**config.mk**
```make
export PLATFORM = sky130hd
export DESIGN_NAME = grid_column_renderer
export DESIGN_NICKNAME = d
export VERILOG_FILES = /design/src/rtl/grid_column_renderer.sv
export SDC_FILE = /design/constraint.sdc
export NUM_CORES = 1
export LEC_CHECK = 0
export CORE_ASPECT_RATIO = 0.75
export CORE_MARGIN = 2
export CORE_UTILIZATION = 45
export CTS_CLUSTER_DIAMETER = 30
export DETAILED_ROUTE_END_ITERATION = 6
export GPL_ROUTABILITY_DRIVEN = 0
export PLACE_DENSITY_LB_ADDON = 0.08
export SYNTH_ARGS = -nofsm -noshare
export SYNTH_HDL_FRONTEND = slang
export SYNTH_SLANG_ARGS = --single-unit
```
**constraint.sdc**
```tcl
create_clock -name CLOCK_50 -period 8 [get_ports CLOCK_50]
set_input_delay 1.6 -clock CLOCK_50 [delete_from_list [all_inputs] [get_ports CLOCK_50]]
set_output_delay 1.6 -clock CLOCK_50 [all_outputs]
set_load 0.005 [all_outputs]
```
**src/rtl/grid_column_renderer.sv**
```systemverilog
// Grid column renderer: fetches one grid-RAM word per column and streams every
// 2-bit cell as a filled 8x8 block to the VGA plot port, one pixel per clock.
module grid_column_renderer #(
  parameter int COLS     = 16,
  parameter int ROWS     = 14,
  parameter int X_ORIGIN = 0,
  parameter int Y_ORIGIN = 0
) (
  input  logic        CLOCK_50,
  input  logic        reset,
  input  logic        start,
  output logic [4:0]  ram_addr,
  input  logic [27:0] ram_q,
  output logic [7:0]  x,
  output logic [6:0]  y,
  output logic [2:0]  colour,
  output logic        plot,
  output logic        busy,
  output logic        done
);

  localparam int               ROW_W    = (ROWS > 1) ? $clog2(ROWS) : 1;
  localparam logic [4:0]       LAST_COL = 5'(COLS - 1);
  localparam logic [ROW_W-1:0] LAST_ROW = ROW_W'(ROWS - 1);
  localparam logic [ROW_W-1:0] ROW_ONE  = ROW_W'(1);

  typedef enum logic [2:0] {
    S_IDLE  = 3'd0,
    S_ADDR  = 3'd1,
    S_WAIT  = 3'd2,
    S_LATCH = 3'd3,
    S_DRAW  = 3'd4,
    S_DONE  = 3'd5
  } state_t;

  state_t            state_q, state_d;
  logic [4:0]        col_q, col_d;
  logic [ROW_W-1:0]  row_q, row_d;
  logic [2:0]        py_q, py_d;
  logic [2:0]        px_q, px_d;
  logic [27:0]       colreg_q, colreg_d;
  logic [4:0]        ram_addr_q, ram_addr_d;
  logic [7:0]        x_q, x_d;
  logic [6:0]        y_q, y_d;
  logic [2:0]        colour_q, colour_d;
  logic              plot_q, plot_d;
  logic              busy_q, busy_d;
  logic              done_q, done_d;

  function automatic logic [1:0] cell_code(input logic [27:0] word, input logic [ROW_W-1:0] r);
    logic [27:0] shifted;
    shifted = word >> {r, 1'b0};
    return shifted[1:0];
  endfunction

  function automatic logic [2:0] palette(input logic [1:0] code);
    logic [2:0] rgb;
    case (code)
      2'b00:   rgb = 3'b000;
      2'b01:   rgb = 3'b100;
      2'b10:   rgb = 3'b010;
      2'b11:   rgb = 3'b110;
      default: rgb = 3'b000;
    endcase
    return rgb;
  endfunction

  // Next-state, counter and registered-output computation.
  always_comb begin
    state_d    = state_q;
    col_d      = col_q;
    row_d      = row_q;
    py_d       = py_q;
    px_d       = px_q;
    colreg_d   = colreg_q;
    ram_addr_d = ram_addr_q;
    x_d        = x_q;
    y_d        = y_q;
    colour_d   = colour_q;

    case (state_q)
      S_IDLE: begin
        if (start) begin
          state_d = S_ADDR;
          col_d   = 5'd0;
        end else begin
          state_d = S_IDLE;
        end
      end
      S_ADDR:  state_d = S_WAIT;
      S_WAIT:  state_d = S_LATCH;
      S_LATCH: begin
        colreg_d = ram_q;
        row_d    = '0;
        py_d     = 3'd0;
        px_d     = 3'd0;
        state_d  = S_DRAW;
      end
      S_DRAW: begin
        // px is the fastest counter; the column ends after the last pixel of the last row.
        px_d = px_q + 3'd1;
        if (px_q != 3'd7) begin
          py_d = py_q;
        end else if (py_q != 3'd7) begin
          py_d = py_q + 3'd1;
        end else if (row_q != LAST_ROW) begin
          py_d  = 3'd0;
          row_d = row_q + ROW_ONE;
        end else if (col_q != LAST_COL) begin
          col_d   = col_q + 5'd1;
          state_d = S_ADDR;
        end else begin
          state_d = S_DONE;
        end
      end
      S_DONE:  state_d = S_IDLE;
      default: state_d = S_IDLE;
    endcase

    // The address is presented on entry to ADDR so the RAM data is ready by LATCH.
    if (state_d == S_ADDR) begin
      ram_addr_d = col_d;
    end else begin
      ram_addr_d = ram_addr_q;
    end

    plot_d = (state_d == S_DRAW);
    busy_d = (state_d != S_IDLE);
    done_d = (state_d == S_DONE);

    if (state_d == S_DRAW) begin
      x_d      = 8'(X_ORIGIN) + 8'({col_d, 3'b000}) + {5'd0, px_d};
      y_d      = 7'(Y_ORIGIN) + 7'({row_d, 3'b000}) + {4'd0, py_d};
      colour_d = palette(cell_code(colreg_d, row_d));
    end else begin
      x_d      = x_q;
      y_d      = y_q;
      colour_d = colour_q;
    end
  end

  // State, counters, column register and output registers.
  always_ff @(posedge CLOCK_50) begin
    if (reset) begin
      state_q    <= S_IDLE;
      col_q      <= 5'd0;
      row_q      <= '0;
      py_q       <= 3'd0;
      px_q       <= 3'd0;
      colreg_q   <= 28'd0;
      ram_addr_q <= 5'd0;
      x_q        <= 8'd0;
      y_q        <= 7'd0;
      colour_q   <= 3'd0;
      plot_q     <= 1'b0;
      busy_q     <= 1'b0;
      done_q     <= 1'b0;
    end else begin
      state_q    <= state_d;
      col_q      <= col_d;
      row_q      <= row_d;
      py_q       <= py_d;
      px_q       <= px_d;
      colreg_q   <= colreg_d;
      ram_addr_q <= ram_addr_d;
      x_q        <= x_d;
      y_q        <= y_d;
      colour_q   <= colour_d;
      plot_q     <= plot_d;
      busy_q     <= busy_d;
      done_q     <= done_d;
    end
  end

  assign ram_addr = ram_addr_q;
  assign x        = x_q;
  assign y        = y_q;
  assign colour   = colour_q;
  assign plot     = plot_q;
  assign busy     = busy_q;
  assign done     = done_q;

endmodule

```
Word-level counts from Yosys, hierarchy flattened
Index checks and enable logic that the tools add are counted.
{"block": "totals", "reg_bits": 72, "inputBits": 31}
{"block": "classes", "add_sub_neg": 6, "n_eq_ne": 14, "shift": 1, "mux": 23, "n_reduce_logical": 3}
{"op": "two-way mux 28 bit", "n": 1}
{"op": ">> shifter 28 x 5 -> 2 bit", "n": 1}
{"op": "two-way mux 5 bit", "n": 5}
{"op": "two-way mux 3 bit", "n": 7}
{"op": "case mux 3 bit (5 select lines)", "n": 1}
{"op": "two-way mux 4 bit", "n": 3}
{"op": "case mux 3 bit (2 select lines)", "n": 2}
{"op": "case mux 3 bit (4 select lines)", "n": 1}
{"op": "case mux 5 bit (2 select lines)", "n": 1}
{"op": "equality test 3 bit (second input constant)", "n": 3}
{"op": "adder 8 x 3 -> 8 bit", "n": 1}
{"op": "case mux 4 bit (2 select lines)", "n": 1}
{"op": "adder 7 x 3 -> 7 bit", "n": 1}
{"op": "adder 3 x 1 -> 3 bit (second input constant)", "n": 2}
{"op": "equality test 3 x 1 -> 1 bit (second input constant)", "n": 2}
{"op": "equality test 3 x 2 -> 1 bit (second input constant)", "n": 2}
{"op": "!= test 3 bit (second input constant)", "n": 2}
{"op": "adder 5 x 1 -> 5 bit (second input constant)", "n": 1}
{"op": "!= test 5 x 4 -> 1 bit (second input constant)", "n": 1}
{"op": "adder 4 x 1 -> 4 bit (second input constant)", "n": 1}
{"op": "equality test 2 bit (second input constant)", "n": 2}
{"op": "!= test 4 bit (second input constant)", "n": 1}
{"op": "logical NOT 3 bit", "n": 1}
{"op": "nonzero test 3 bit", "n": 1}
{"op": "other kinds (3)", "n": 3}

Depth between registers and ports, before layout
{"block": "depth", "word_depth": 8, "depth_mapped": 13, "mapped_depth_nobuf": 9}

Least setup slack after synthesis
Ideal clock, no wire load.
{"block": "synth_timing", "path_type": "reg-to-reg", "from": "register state_q[1]", "to": "register colour_q[1] (netlist: colour[1])", "arrival_time_ps": 2616, "required_time_ps": 7878, "setup_slack_ps": 5262, "path_stages_with_launch": 13, "path_cell_list": "dfxtp_1 > buf_6 > or3b_1 > buf_2 > or4_1 > buf_2 > and2_1 > buf_6 > buf_6 > nand2_1 > a31oi_1 > o311a_1 > a311o_1"}
{"block": "synth_between", "elab_chain_cells": 5, "word_cells_on_any_way": 18}
{"item": "start, declared", "line_no": "36", "rtl": "state_t state_q, state_d;"}
{"item": "start signal, assigned", "line_no": "159", "rtl": "state_q <= state_d;"}
{"item": "equality test 3 bit, or another cell as far along", "line_no": "81", "rtl": "case (state_q)"}
{"item": "case mux 4 bit (2 select lines), or another cell as far along", "line_no": "81"}
{"item": ">> shifter 28 x 5 -> 2 bit or two-way mux 3 bit (tied branches)", "line_no": "52, 102"}
{"item": "equality test 2 bit, or another cell as far along", "line_no": "58", "rtl": "case (code)"}
{"item": "case mux 3 bit (4 select lines) or equality test 3 bit (tied branches)", "line_no": "58, 131"}
{"item": "end signal, assigned", "line_no": "168", "rtl": "colour_q <= colour_d;"}
{"item": "end, declared", "line_no": "45", "rtl": "logic [2:0] colour_q, colour_d;"}
Parallel ways exist; a longest one is shown, timed or not. The select of a mux whose other input is x is not followed.
A chain may end at the register's enable or synchronous reset.

Worst setup path in the final report
{"block": "layout_timing", "from": "register state_q[2]", "to": "register colour_q[2] (netlist: colour[2])"}
Same word-level chain as after synthesis.

==> flow_summary.ini <==
[synth]
synth_area_leaders = dfxtp_1 (45%), nand2_1 (10%), a21oi_1 (7.3%), nor2_1 (4.6%), ha_1 (2.8%)
yosysWarnings = 0
ys_types = 49
synth_area_sq_um = 3130
synth_flop_cell = dfxtp_1
avgSynthCellArea_sq_um = 8.04
synth_cells = 390
synth_top_area_cell = dfxtp_1
synth-edff-count = 0
yosysSeqAreaShare_pct = 45.3
syn_nets = 428
synth-async-reset-ratio_pct = 0
yosysTopAreaCellShare_pct = 45.3
ys_ff_latch = 71

[sta]
grt_setup_unrepaired = false
finalCriticalPeriod_ns = 3.24
tightest_slew_ns = 0.967
fin_skew_ns = 0.00467
slew_headroom_pct = 35.4
period_share_pct = 40.6
max_clock_freq_mhz = 308
finalSetupViolations = 0
setup_tns_ns = 0
drv_slew = 0
hold_viol_final = 0

[clock_network]
cts.path.max_buffers = 2
post_cts_buffers = 0
cts_root_buf = clkbuf_8
clk_pin_slew_ns = 0.08
htree_levels = 3
cts-buffers-inserted = 9
clock-sinks = 71
holdBufCountCts = 0
insertion_delay_ns = 0.34
cts_tree = done
postCtsResizedCells = 0

[floorplan]
die_w_um = 100
ioPinCount = 57
start_util_pct = 46.3
num_rows = 26
core_sq_um = 6770
dieArea_sq_um = 7660
fp.dieH_um = 76.3

[hold_path]
worstHoldStart = ram_addr[3]
min_to = ram_addr[3]
min_path_cells = 2
hold_path_class = reg2reg

[power]
p_sw_uw = 190
powerDensity_nw_per_um2 = 189
seq_power_share_pct = 50.6
p_int_uw = 545
clockPowerShare_pct = 39.8
swShare_pct = 25.9
ir_drop_v = 0.000137
p_leak_uw = 0.00137
combPwrFrac_pct = 9.6

[finish]
area.sequential_sq_um = 1420
multi_input_area_sq_um = 1570
finish.utilization_pct = 57.4
synthToLayoutAreaGrowth_pct = 24.0
fillers = 646
drive_gt1_share_pct = 6.18
n_antenna_cell = 0
layout.nets = 470
final_cell_mix = nand2_1 (85), dfxtp_1 (71), clkdlybuf4s50_1 (54), a21oi_1 (46), nor2_1 (37)
final_common_cell = nand2_1

[detailed_routing]
drtPass1Iterations = 4
vias = 2859
drtIter0Drc = 157
drc = 0
via_per_inst = 5.49
final_antenna_net_count = 0
wl_um = 7720
wl_per_cell_um = 14.8

[setup_path]
r2r_end = colour[2]
critPathLaunch = state_q[2]
cp_common_cell = nor4_1
required_ns = 8.25
critPathMaxStageDelay_ns = 0.61
rr_worst_depth = 7
cp-start-kind = register
worstSetupPathType = reg2reg
r2r_start = state_q[2]
crit_fanout = 14
endpoint_kind = register
path_cells = or3b_1 > o31ai_1 > and2_1 > nand2_1 > a2111oi_0 > nor4_1 > nor4_1
critPathSlowestCell = and2_1
critPathArrivalTime_ns = 3.50
rrSetupSlack_ns = 4.76

[global_route]
grt_pass1_wl_um = 12700
grt_remaining_overflow = 0
antenna_found_initial = 0
grt_pass1_vias = 2543
track_usage_pct = 20.8
grt_max_degree = 71

[run]
drv_cap = 0

[placement]
portBuffers = 55
hpwlAfterDp_um = 5270

[run_status]
outcome = complete, no violations
-- metrics by stage --
stage	instances	hold WS [ns]	power [uW]	setup WS [ns]	area, sq um
floorplan	390	0.431	419	5.26	3130
global placement	505	0.443	450	4.64	3680
detailed placement	505	0.446	451	4.64	3680
CTS	521	0.457	744	4.78	3890
global route	521	0.472	767	4.43	3890
finish	521	0.455	735	4.76	3890
-- layout make-up --
| cell class | count | area share, % |
|---|---|---|
| timing repair buffer | 59 | 14.8 |
| sequential | 71 | 36.6 |
| tap | 84 | 2.70 |
| multi-input combinational | 289 | 40.5 |
| clock inverter | 7 | 2.06 |
| clock buffer | 9 | 3.19 |
| inverter | 2 | 0.193 |
-- worst max-delay path, delay by kind of cell (launching register included) --
kind            cells  cell delay, ns
compound gates      2            0.97
simple gates        5            1.62
flops               1            0.55
-- per-layer routing --
layer | global-route usage [%] | part of all wire, %
met3 | 5.96 | 6.4
met5 | 0 | 0
met1 | 33.3 | 53
met4 | 5.75 | 0.60
met2 | 26.6 | 40
-- power groups by stage --
stage | logic, uW | registers [uW] | clock network [uW]
after global routing | 78.2 | 374 | 316
after detailed placement | 70.8 | 380 | 0
after global placement | 70.2 | 380 | 0
after CTS | 71.2 | 372 | 301
final | 70.4 | 372 | 292
after floorplan | 41.6 | 377 | 0
-- synthesized netlist by cell type (2+ instances only) --
cell type and instances:
nand2_1 85, dfxtp_1 71, a21oi_1 46, nor2_1 38, clkbuf_1 17, nor3_1 13, nand3_1 10, o21ai_0 9
a211oi_1 8, ha_1 7, a22oi_1 6, a2111oi_0 5, a31oi_1 5, and2_1 5, mux2i_1 5, buf_1 4
o211ai_1 4, and3_1 3, buf_2 3, buf_6 3, nor4_1 3, o31ai_1 3, a21o_1 2, a311oi_1 2
a32oi_1 2, inv_1 2, nand2b_1 2, nand3b_1 2, nor3b_1 2, o211a_1 2, o311ai_0 2, or2_2 2
-- worst max path at each step --
stage	endpoint	slack [ns]	cells past startpoint
2_1_floorplan	colour[1]	5.26	12
3_3_place_gp	ram_addr[2]	4.64	6
3_5_place_dp	ram_addr[2]	4.64	6
4_1_cts	colour[2]	4.78	7
5_1_grt	colour[2]	4.43	7
6_report	colour[2]	4.76	7
-- cell families (layout without fill, tap and decap cells) --
group	Yosys count	count (layout)	share of synthesized area (%)
buffers and inverters	30	77	4.55
and+or+nand+nor	171	171	23.9
DFF	71	71	45.3
other	1	1	0.120
adders and majority gates	7	7	2.79
xor gates and xnor gates	1	1	0.279
muxes	5	5	1.60
AOI/OAI and AO/OA	104	104	21.4
-- state kept, by name (all words and copies together), names as in the netlist, 3 cells and up --
signal	cells
px_q	3
py_q	3
row_q	4
x	8
y	7
col_q	5
colreg_q	28
ram_addr	5
state_q	3
(Power assumes the default switching activity.)
